[src/rtl/hangman_pkg.sv]
// Shared types and constants for the hangman game controller.
// Letter codes follow the hex-display encoding: A = 6'hA through Z = 6'h23.
package hangman_pkg;

  typedef logic [5:0] letter_t;

  localparam letter_t LETTER_A      = 6'h0A;
  localparam letter_t LETTER_Z      = 6'h23;
  localparam letter_t BLANK_DEFAULT = 6'h3F;

  typedef enum logic [2:0] {
    IDLE  = 3'd0,
    PLAY  = 3'd1,
    CHECK = 3'd2,
    WON   = 3'd3,
    LOST  = 3'd4
  } game_state_t;

  function automatic logic is_letter(input letter_t code);
    return (code >= LETTER_A) && (code <= LETTER_Z);
  endfunction

endpackage

[src/rtl/hangman_letter_match.sv]
// Compares one guessed letter against all four word positions at once,
// so repeated letters in the word are all found in the same cycle.
module hangman_letter_match
  import hangman_pkg::*;
(
  input  letter_t    word1,
  input  letter_t    word2,
  input  letter_t    word3,
  input  letter_t    word4,
  input  letter_t    guess,
  output logic [3:0] match,
  output logic       any_match
);

  always_comb begin
    match     = {(word4 == guess), (word3 == guess), (word2 == guess), (word1 == guess)};
    any_match = |match;
  end

endmodule

[src/rtl/hangman_game_fsm.sv]
// Hangman game-state controller: captures the word, checks guesses, tracks win/loss.
// Optional macro HANGMAN_GUESS_HISTORY_EN ignores repeated guesses with a dup pulse.
module hangman_game_fsm
  import hangman_pkg::*;
#(
  parameter int      MAX_WRONG  = 6,
  parameter letter_t BLANK_CODE = BLANK_DEFAULT
) (
  input  logic       clock,
  input  logic       reset,
  input  logic       start,
  input  letter_t    letter1,
  input  letter_t    letter2,
  input  letter_t    letter3,
  input  letter_t    letter4,
  input  letter_t    guess,
  input  logic       guess_valid,
  output logic       ready,
  output letter_t    shown1,
  output letter_t    shown2,
  output letter_t    shown3,
  output letter_t    shown4,
  output logic [3:0] revealed,
  output logic [2:0] wrong_count,
  output logic       hit,
  output logic       miss,
  output logic       dup,
  output logic       won,
  output logic       lost
);

  localparam logic [2:0] MAX_WRONG_C = 3'(MAX_WRONG);

  game_state_t state;
  game_state_t state_next;

  letter_t    word_q [4];
  letter_t    guess_q;
  logic [3:0] revealed_q;
  logic [2:0] wrong_q;
  logic       hit_q;
  logic       miss_q;

  logic [3:0] match;
  logic       any_match;
  logic [3:0] revealed_upd;
  logic [2:0] wrong_upd;
  logic       is_dup;
  logic       start_ok;
  logic       guess_ok;

  hangman_letter_match u_match (
    .word1     (word_q[0]),
    .word2     (word_q[1]),
    .word3     (word_q[2]),
    .word4     (word_q[3]),
    .guess     (guess_q),
    .match     (match),
    .any_match (any_match)
  );

  always_comb begin
    start_ok     = start && ((state == IDLE) || (state == WON) || (state == LOST));
    guess_ok     = guess_valid && (state == PLAY) && is_letter(guess);
    revealed_upd = revealed_q | match;
    if (any_match || (wrong_q == MAX_WRONG_C))
      wrong_upd = wrong_q;
    else
      wrong_upd = wrong_q + 3'd1;
  end

`ifdef HANGMAN_GUESS_HISTORY_EN
  logic [25:0] used_q;
  logic [25:0] guess_onehot;
  logic        dup_q;

  always_comb begin
    guess_onehot = 26'b1 << (guess_q - LETTER_A);
    is_dup       = |(used_q & guess_onehot);
  end

  // The used mask is per game, so it clears on start as well as reset.
  always_ff @(posedge clock) begin
    if (reset) begin
      used_q <= '0;
      dup_q  <= 1'b0;
    end else begin
      dup_q <= (state == CHECK) && is_dup;
      if (start_ok)
        used_q <= '0;
      else if ((state == CHECK) && !is_dup)
        used_q <= used_q | guess_onehot;
    end
  end

  assign dup = dup_q;
`else
  assign is_dup = 1'b0;
  assign dup    = 1'b0;
`endif

  always_ff @(posedge clock) begin
    if (reset)
      state <= IDLE;
    else
      state <= state_next;
  end

  // Win/loss is decided on the values CHECK is about to write, not the old ones.
  always_comb begin
    state_next = state;
    case (state)
      IDLE, WON, LOST: if (start) state_next = PLAY;
      PLAY:            if (guess_ok) state_next = CHECK;
      CHECK: begin
        if (is_dup)
          state_next = PLAY;
        else if (revealed_upd == 4'hF)
          state_next = WON;
        else if (wrong_upd == MAX_WRONG_C)
          state_next = LOST;
        else
          state_next = PLAY;
      end
      default:         state_next = IDLE;
    endcase
  end

  always_comb begin
    ready = (state == PLAY);
    won   = (state == WON);
    lost  = (state == LOST);
    if (state == LOST) begin
      shown1 = word_q[0];
      shown2 = word_q[1];
      shown3 = word_q[2];
      shown4 = word_q[3];
    end else begin
      shown1 = revealed_q[0] ? word_q[0] : BLANK_CODE;
      shown2 = revealed_q[1] ? word_q[1] : BLANK_CODE;
      shown3 = revealed_q[2] ? word_q[2] : BLANK_CODE;
      shown4 = revealed_q[3] ? word_q[3] : BLANK_CODE;
    end
  end

  // The randomizer output moves every clock, so the word is snapshotted on start.
  always_ff @(posedge clock) begin
    if (reset) begin
      word_q     <= '{default: '0};
      guess_q    <= '0;
      revealed_q <= '0;
      wrong_q    <= '0;
      hit_q      <= 1'b0;
      miss_q     <= 1'b0;
    end else begin
      hit_q  <= 1'b0;
      miss_q <= 1'b0;
      if (start_ok) begin
        word_q[0]  <= letter1;
        word_q[1]  <= letter2;
        word_q[2]  <= letter3;
        word_q[3]  <= letter4;
        revealed_q <= '0;
        wrong_q    <= '0;
      end
      if (guess_ok)
        guess_q <= guess;
      if ((state == CHECK) && !is_dup) begin
        revealed_q <= revealed_upd;
        wrong_q    <= wrong_upd;
        hit_q      <= any_match;
        miss_q     <= !any_match;
      end
    end
  end

  assign revealed    = revealed_q;
  assign wrong_count = wrong_q;
  assign hit         = hit_q;
  assign miss        = miss_q;

endmodule
[config.mk]
export PLATFORM = sky130hd
export DESIGN_NAME = hangman_game_fsm
export DESIGN_NICKNAME = d
export VERILOG_FILES = /design/src/rtl/hangman_pkg.sv /design/src/rtl/hangman_letter_match.sv /design/src/rtl/hangman_game_fsm.sv
export SDC_FILE = /design/constraint.sdc
export NUM_CORES = 1
export LEC_CHECK = 0
export CAP_MARGIN = 20
export CELL_PAD_IN_SITES_DETAIL_PLACEMENT = 1
export CELL_PAD_IN_SITES_GLOBAL_PLACEMENT = 2
export CORE_MARGIN = 2
export CORE_UTILIZATION = 28
export CTS_BUF_LIST = sky130_fd_sc_hd__clkbuf_16
export CTS_CLUSTER_SIZE = 8
export DETAILED_ROUTE_END_ITERATION = 8
export HOLD_SLACK_MARGIN = 0.08
export PLACE_DENSITY_LB_ADDON = 0.2
export SYNTH_ARGS = -nofsm -noshare
export SYNTH_HDL_FRONTEND = slang
export SYNTH_SLANG_ARGS = --single-unit
[constraint.sdc]
create_clock -name clock -period 3.8 [get_ports clock]
set_clock_uncertainty 0.1 [all_clocks]
set_input_delay 0.95 -clock clock [delete_from_list [all_inputs] [get_ports clock]]
set_output_delay 0.95 -clock clock [all_outputs]
set_load 0.05 [all_outputs]
# Word level (Yosys, flattened, before mapping)
# Index checks and enable logic that the tools add are counted.
[op_classes]
mul = 0
addsub = 1
muxes = 18
div_mod_pow = 0
n_eq_ne = 13
n_shift = 0
bitwise = 2
magnitude_cmp = 2
reduce_logical = 14
[ops]
columns = ["cell", "n"]
rows = [
  ["6-bit 2-to-1 mux", 8],
  ["6-bit == test", 4],
  ["3-bit 2-to-1 mux", 7],
  ["3-bit == test (second input constant)", 3],
  ["3-bit case mux with 3 select lines", 1],
  ["4-bit 2-to-1 mux", 2],
  ["3-bit by 2-bit == test with 1-bit output (second input constant)", 2],
  ["6-bit by 4-bit greater-or-equal comparator with 1-bit output (second input constant)", 1],
  ["6-bit <= comparator (second input constant)", 1],
  ["4-bit == test (second input constant)", 1],
  ["1-bit logical AND", 4],
  ["4-bit OR", 1],
  ["4-bit OR reduction", 1],
  ["3-bit by 1-bit adder with 3-bit output (second input constant)", 1],
  ["3-bit by 1-bit == test with 1-bit output (second input constant)", 1],
  ["3-bit zero test", 1],
  ["1-bit logical OR", 3],
  ["3-bit OR reduction", 1],
  ["2-bit by 1-bit != test with 1-bit output (second input constant)", 1],
  ["2-bit != test (second input constant)", 1],
  ["2-bit AND reduction", 1],
  ["2-bit nonzero test", 1],
  ["2-bit OR reduction", 1],
  ["1-bit zero test", 1],
  ["1-bit inverter", 1],
]
[totals]
ram_bits = 0
out_inout_bits = 37
latchBits = 0
reg_bits = 42
mem_count = 0
romBits = 0

# Longest topological paths before layout
[depth]
word_depth = 8
mapped_depth = 7
ltp_nobuf = 6

# By module
# Synthesis repeated with hierarchy kept, for this count alone.
[unflattened]
hier_cells = 274
area_unflattened_um2 = 2158.3
[by_module_without_submodules]
columns = ["module", "cells_each", "seq_area_each_um2", "area_each_um2", "instances"]
rows = [
  ["hangman_game_fsm", 238, 840.8, 1880.6, 1],
  ["hangman_letter_match", 36, 0.0, 277.8, 1],
]

# Least setup slack after synthesis
# Ideal clock, no wire load.
[synth_path]
path_type = "reg-to-output"
from = "register state[2]"
to = "output port shown1[0]"
stages_incl_launch_ff = 5
slack_ps = 306
required_time_ps = 2750
arrival_time_ps = 2444
cell_sequence = "dfxtp_1 -> inv_1 -> nor3_1 -> nor2_1 -> or2_2"
[synth_between]
elab_chain_cells = 2
[synth_rtl]
columns = ["element", "line", "rtl"]
rows = [
  ["start: declaration", "hangman_game_fsm.sv:34", "game_state_t state;"],
  ["start signal: assignment", "hangman_game_fsm.sv:106", "state <= state_next;"],
  ["3-bit == test", "n/a", ""],
  ["named net lost", "hangman_game_fsm.sv:29", "output logic lost"],
  ["6-bit 2-to-1 mux", "hangman_game_fsm.sv:133", "if (state == LOST) begin"],
  ["end: declaration", "hangman_game_fsm.sv:19", "output letter_t shown1,"],
]
# The timed path passes the listed nets, and every way through them passes these cells.

# Final worst setup path
[layout_path]
from = "register state[2]"
to = "output port shown4[3]"
[layout_between]
elab_chain_cells = 2
[layout_rtl]
columns = ["element", "line", "rtl"]
rows = [
  ["3-bit == test", "hangman_game_fsm.sv:133", ""],
  ["6-bit 2-to-1 mux", "hangman_game_fsm.sv:133", ""],
  ["end: declaration", "hangman_game_fsm.sv:22", "output letter_t shown4,"],
]
# Every way passes these cells.

==> impl_metrics.json <==
{
  "status": "finished, final reports clean",
  "clock_tree.root_cell": "clkbuf_16",
  "clock_path_buffers": 2,
  "element_type_at_the_critical_path_start": "register",
  "areaGrowthSynthToFinish_pct": 41.8,
  "top_layer": "met4",
  "post_cts_hold_buffer_count": 0,
  "detail_route.wirelength_um": 6700,
  "placed_cells_incl_taps": 437,
  "rsz0062_at_grt": "false",
  "cts.sinks": 42,
  "cts-htree-levels": 2,
  "cts.reportedPaths.clkPinSlew_ps": 60,
  "grt_pass1_vias": 2144,
  "rows": 32,
  "power_density_nw_per_um2": 415,
  "cp_data_required_time_ps": 2750,
  "synth-xor-area-share": 0.100,
  "holdCritPathClass": "reg -> reg",
  "grt_start_max_net_pins": 23,
  "ir_drop_mv": 0.146,
  "core-area_um2": 7770,
  "complex_gate_fraction_of_the_synthesized_area": 0.151,
  "synth-seq-area-share": 0.373,
  "post_dp_cell_area_um2": 3030,
  "finalHoldViolCount": 0,
  "combinationalPowerShare": 0.256,
  "grt_pass1_wl_um": 10900,
  "ys_seq_elements": 42,
  "netlist_instances": 279,
  "synthesis.nets": 315,
  "insertion_delay_ps": 280,
  "synth-adder-area-share": 0.0111,
  "ys_types": 44,
  "main_combinational_cell_family_by_area_after_synthesis": "simple AND/OR/NAND/NOR gates",
  "postLayoutCellArea_um2": 3200,
  "worstPathMaxFanout": 6,
  "yosys-mux-area-fraction": 0.0178,
  "multi_input_comb_area_um2": 1320,
  "wire_per_inst_um": 15.1,
  "critical_path.n_buffers_inverters": 2,
  "crit_path_start": "state[2]$_SDFFE_PP0P_",
  "timing.final.crit_period_ps": 3480,
  "floorplan.io_pins": 71,
  "synthesis.area_per_instance_um2": 8.08,
  "detailroute.wirelength.met2_um": 3110,
  "timing.rr.start": "guess_q[5]$_SDFFE_PP0P_",
  "worst-slew-pin-transition_ps": 726,
  "timing.critical_path.cells": "inv_1, nor3_2, nor2_1, or2_2, clkdlybuf4s50_1",
  "final_layout_size_suffix_gt1_frac": 0.149,
  "switchingPower_w": 0.000404,
  "netlist_top_cells_area": "dfxtp_1 (37%), nand2_1 (9.3%), xor2_1 (8.9%)",
  "synth_top_cells_by_count": "nand2_1 (56), dfxtp_1 (42), a21oi_1 (30)",
  "cellInternalPower_w": 0.000922,
  "dr_total_vias": 2101,
  "grt_usage": 0.160,
  "total_area_of_sequential_cells_um2": 841,
  "post-dp-hpwl_um": 4980,
  "vias_per_cell": 4.72,
  "power_switching_share": 0.305,
  "filler_cell_count": 934,
  "synth_flop_cell": "dfxtp_1",
  "detail_route.first_pass.iterations": 4,
  "worst_slew_margin_rel": 0.513,
  "cells_resized_by_post_cts_repair": 0,
  "drtIter0Drc": 51,
  "timing.setup.critical_path_class": "reg -> out",
  "met3RoutedLength_um": 412,
  "cp_data_arrival_time_ps": 2430,
  "numPortBuffers": 69,
  "cpMaxStageDelayCell": "clkdlybuf4s50_1",
  "timing.critical_path.slowest_cell_delay_ps": 700,
  "max_freq_mhz": 287,
  "critical_path.endpoint_type": "output pin",
  "initial_utilization": 0.290,
  "ant_nets": 0,
  "final_min_period_over_clock_period": 0.916,
  "power.sequential.fraction": 0.382,
  "synth_simple_gate_area_share": 0.298,
  "post_synth_instance_area_um2": 2250,
  "design.die.area_um2": 8790,
  "post-cts-setup-buffers": 0,
  "design_power_total_w": 0.00133,
  "path_delay_family": "simple AND/OR/NAND/NOR gates",
  "yosysTopAreaCell": "dfxtp_1",
  "tritoncts_clock_tree": "done",
  "drc": 0,
  "synth-edff-count": 0,
  "floorplan.die.width_um": 93.7,
  "power.clock.fraction": 0.362,
  "yosys_warnings": 0,
  "synth.top_cell.area_share": 0.373,
  "synth.most_common_cell": "nand2_1",
  "detail_route.wirelength.met1_um": 3130,
  "insertedDiodeCount": 0,
  "cts-buffers-inserted": 5,
  "finalNetCount": 378,
  "totalNegativeSetupSlack_ps": 0,
  "gpl_congestion": 0.865,
  "p_leak_nw": 1.29,
  "setup-violations-final": 0,
  "final_cells": 445,
  "fp.dieH_um": 93.7,
  "finalMaxSlewViolations": 0,
  "timing.hold.worst.start": "word_q[10]$_SDFFE_PP0P_",
  "synth-async-reset-ratio": 0,
  "number_of_antenna_violations_at_the_first_check_in_global_routing": 0,
  "cap_violations": 0,
  "grt.overflow.total": 0
}
worst register-to-register path: cells and delay by family (launching register included):
family	cells	cell delay, ps
xor+xnor	1	150
compound gates	3	490
flops	1	550
simple gates	2	740
kinds of logic after synthesis:
family	count (synthesis)
multiplexers	4
other	1
AND/OR/NAND/NOR	128
AO/OA/AOI/OAI	54
buffers and inverters	23
flip-flops	42
adder cells (fa/ha/maj)	2
XOR/XNOR	25
state kept, by name, indices dropped and copies added (netlist names):
register,cells
miss,1
wrong_count,3
word_q,24
revealed,4
state,3
guess_q,6
hit,1
power groups by stage:
stage / Sequential (W) / Combinational, W / Clock [W]
floorplan: 0.000499 / 0.000248 / 0
global placement: 0.000515 / 0.000342 / 0
detailed placement: 0.000516 / 0.000344 / 0
CTS: 0.000506 / 0.000346 / 0.000497
global route: 0.000511 / 0.000377 / 0.000511
finish: 0.000506 / 0.000340 / 0.000480
per-layer routing:
metal	vias to the layer above	global-route usage
met5	-	0
met4	0	0.0362
met3	4	0.0465
met2	50	0.267
met1	991	0.204
li1	1056	-
worst paths after layout:
check	end	slack (ps)	depth (start not counted)
worst min register to register	word_q[10]$_SDFFE_PP0P_	380	2
worst max-delay path	shown4[3]	320	5
worst min-delay path	word_q[10]$_SDFFE_PP0P_	380	2
worst max register to register	state[2]$_SDFFE_PP0P_	1660	6
through the flow:
stage / worst slack, ps / hold slack (ps) / utilization
2_1_floorplan: 306 / 356 / -
3_3_place_gp: 401 / 369 / 0.390
3_5_place_dp: 342 / 380 / 0.390
4_1_cts: 32.8 / 388 / 0.411
5_1_grt: 186 / 405 / 0.412
6_report: 320 / 380 / 0.412
final cells by class:
cell class	instances	area share
multi-input combinational	214	0.412
sequential	42	0.263
timing repair buffer	74	0.228
tap	102	0.0399
clock buffer	5	0.0391
clock inverter	3	0.0125
inverter	5	0.00587
cells in the final DEF (no fill, tap or decap), types with 2 or more instances in the layout:
cell             count
nor3_1               4
or2_2               24
clkinv_2             2
nor3b_1              2
and2_1               4
nor4_1               2
clkdlybuf4s50_1     69
a32oi_1              2
buf_4                5
nor2_1              21
xor2_1              23
nor4_2               2
o21ai_0              2
inv_1                5
dfxtp_1             42
nand2_1             56
clkbuf_16            5
o21a_1               3
ha_1                 2
nand3b_1             2
a21oi_1             30
a22oi_1              6
mux2i_1              4
nor4_4               3
No activity file was read; power rests on OpenSTA's default activity.
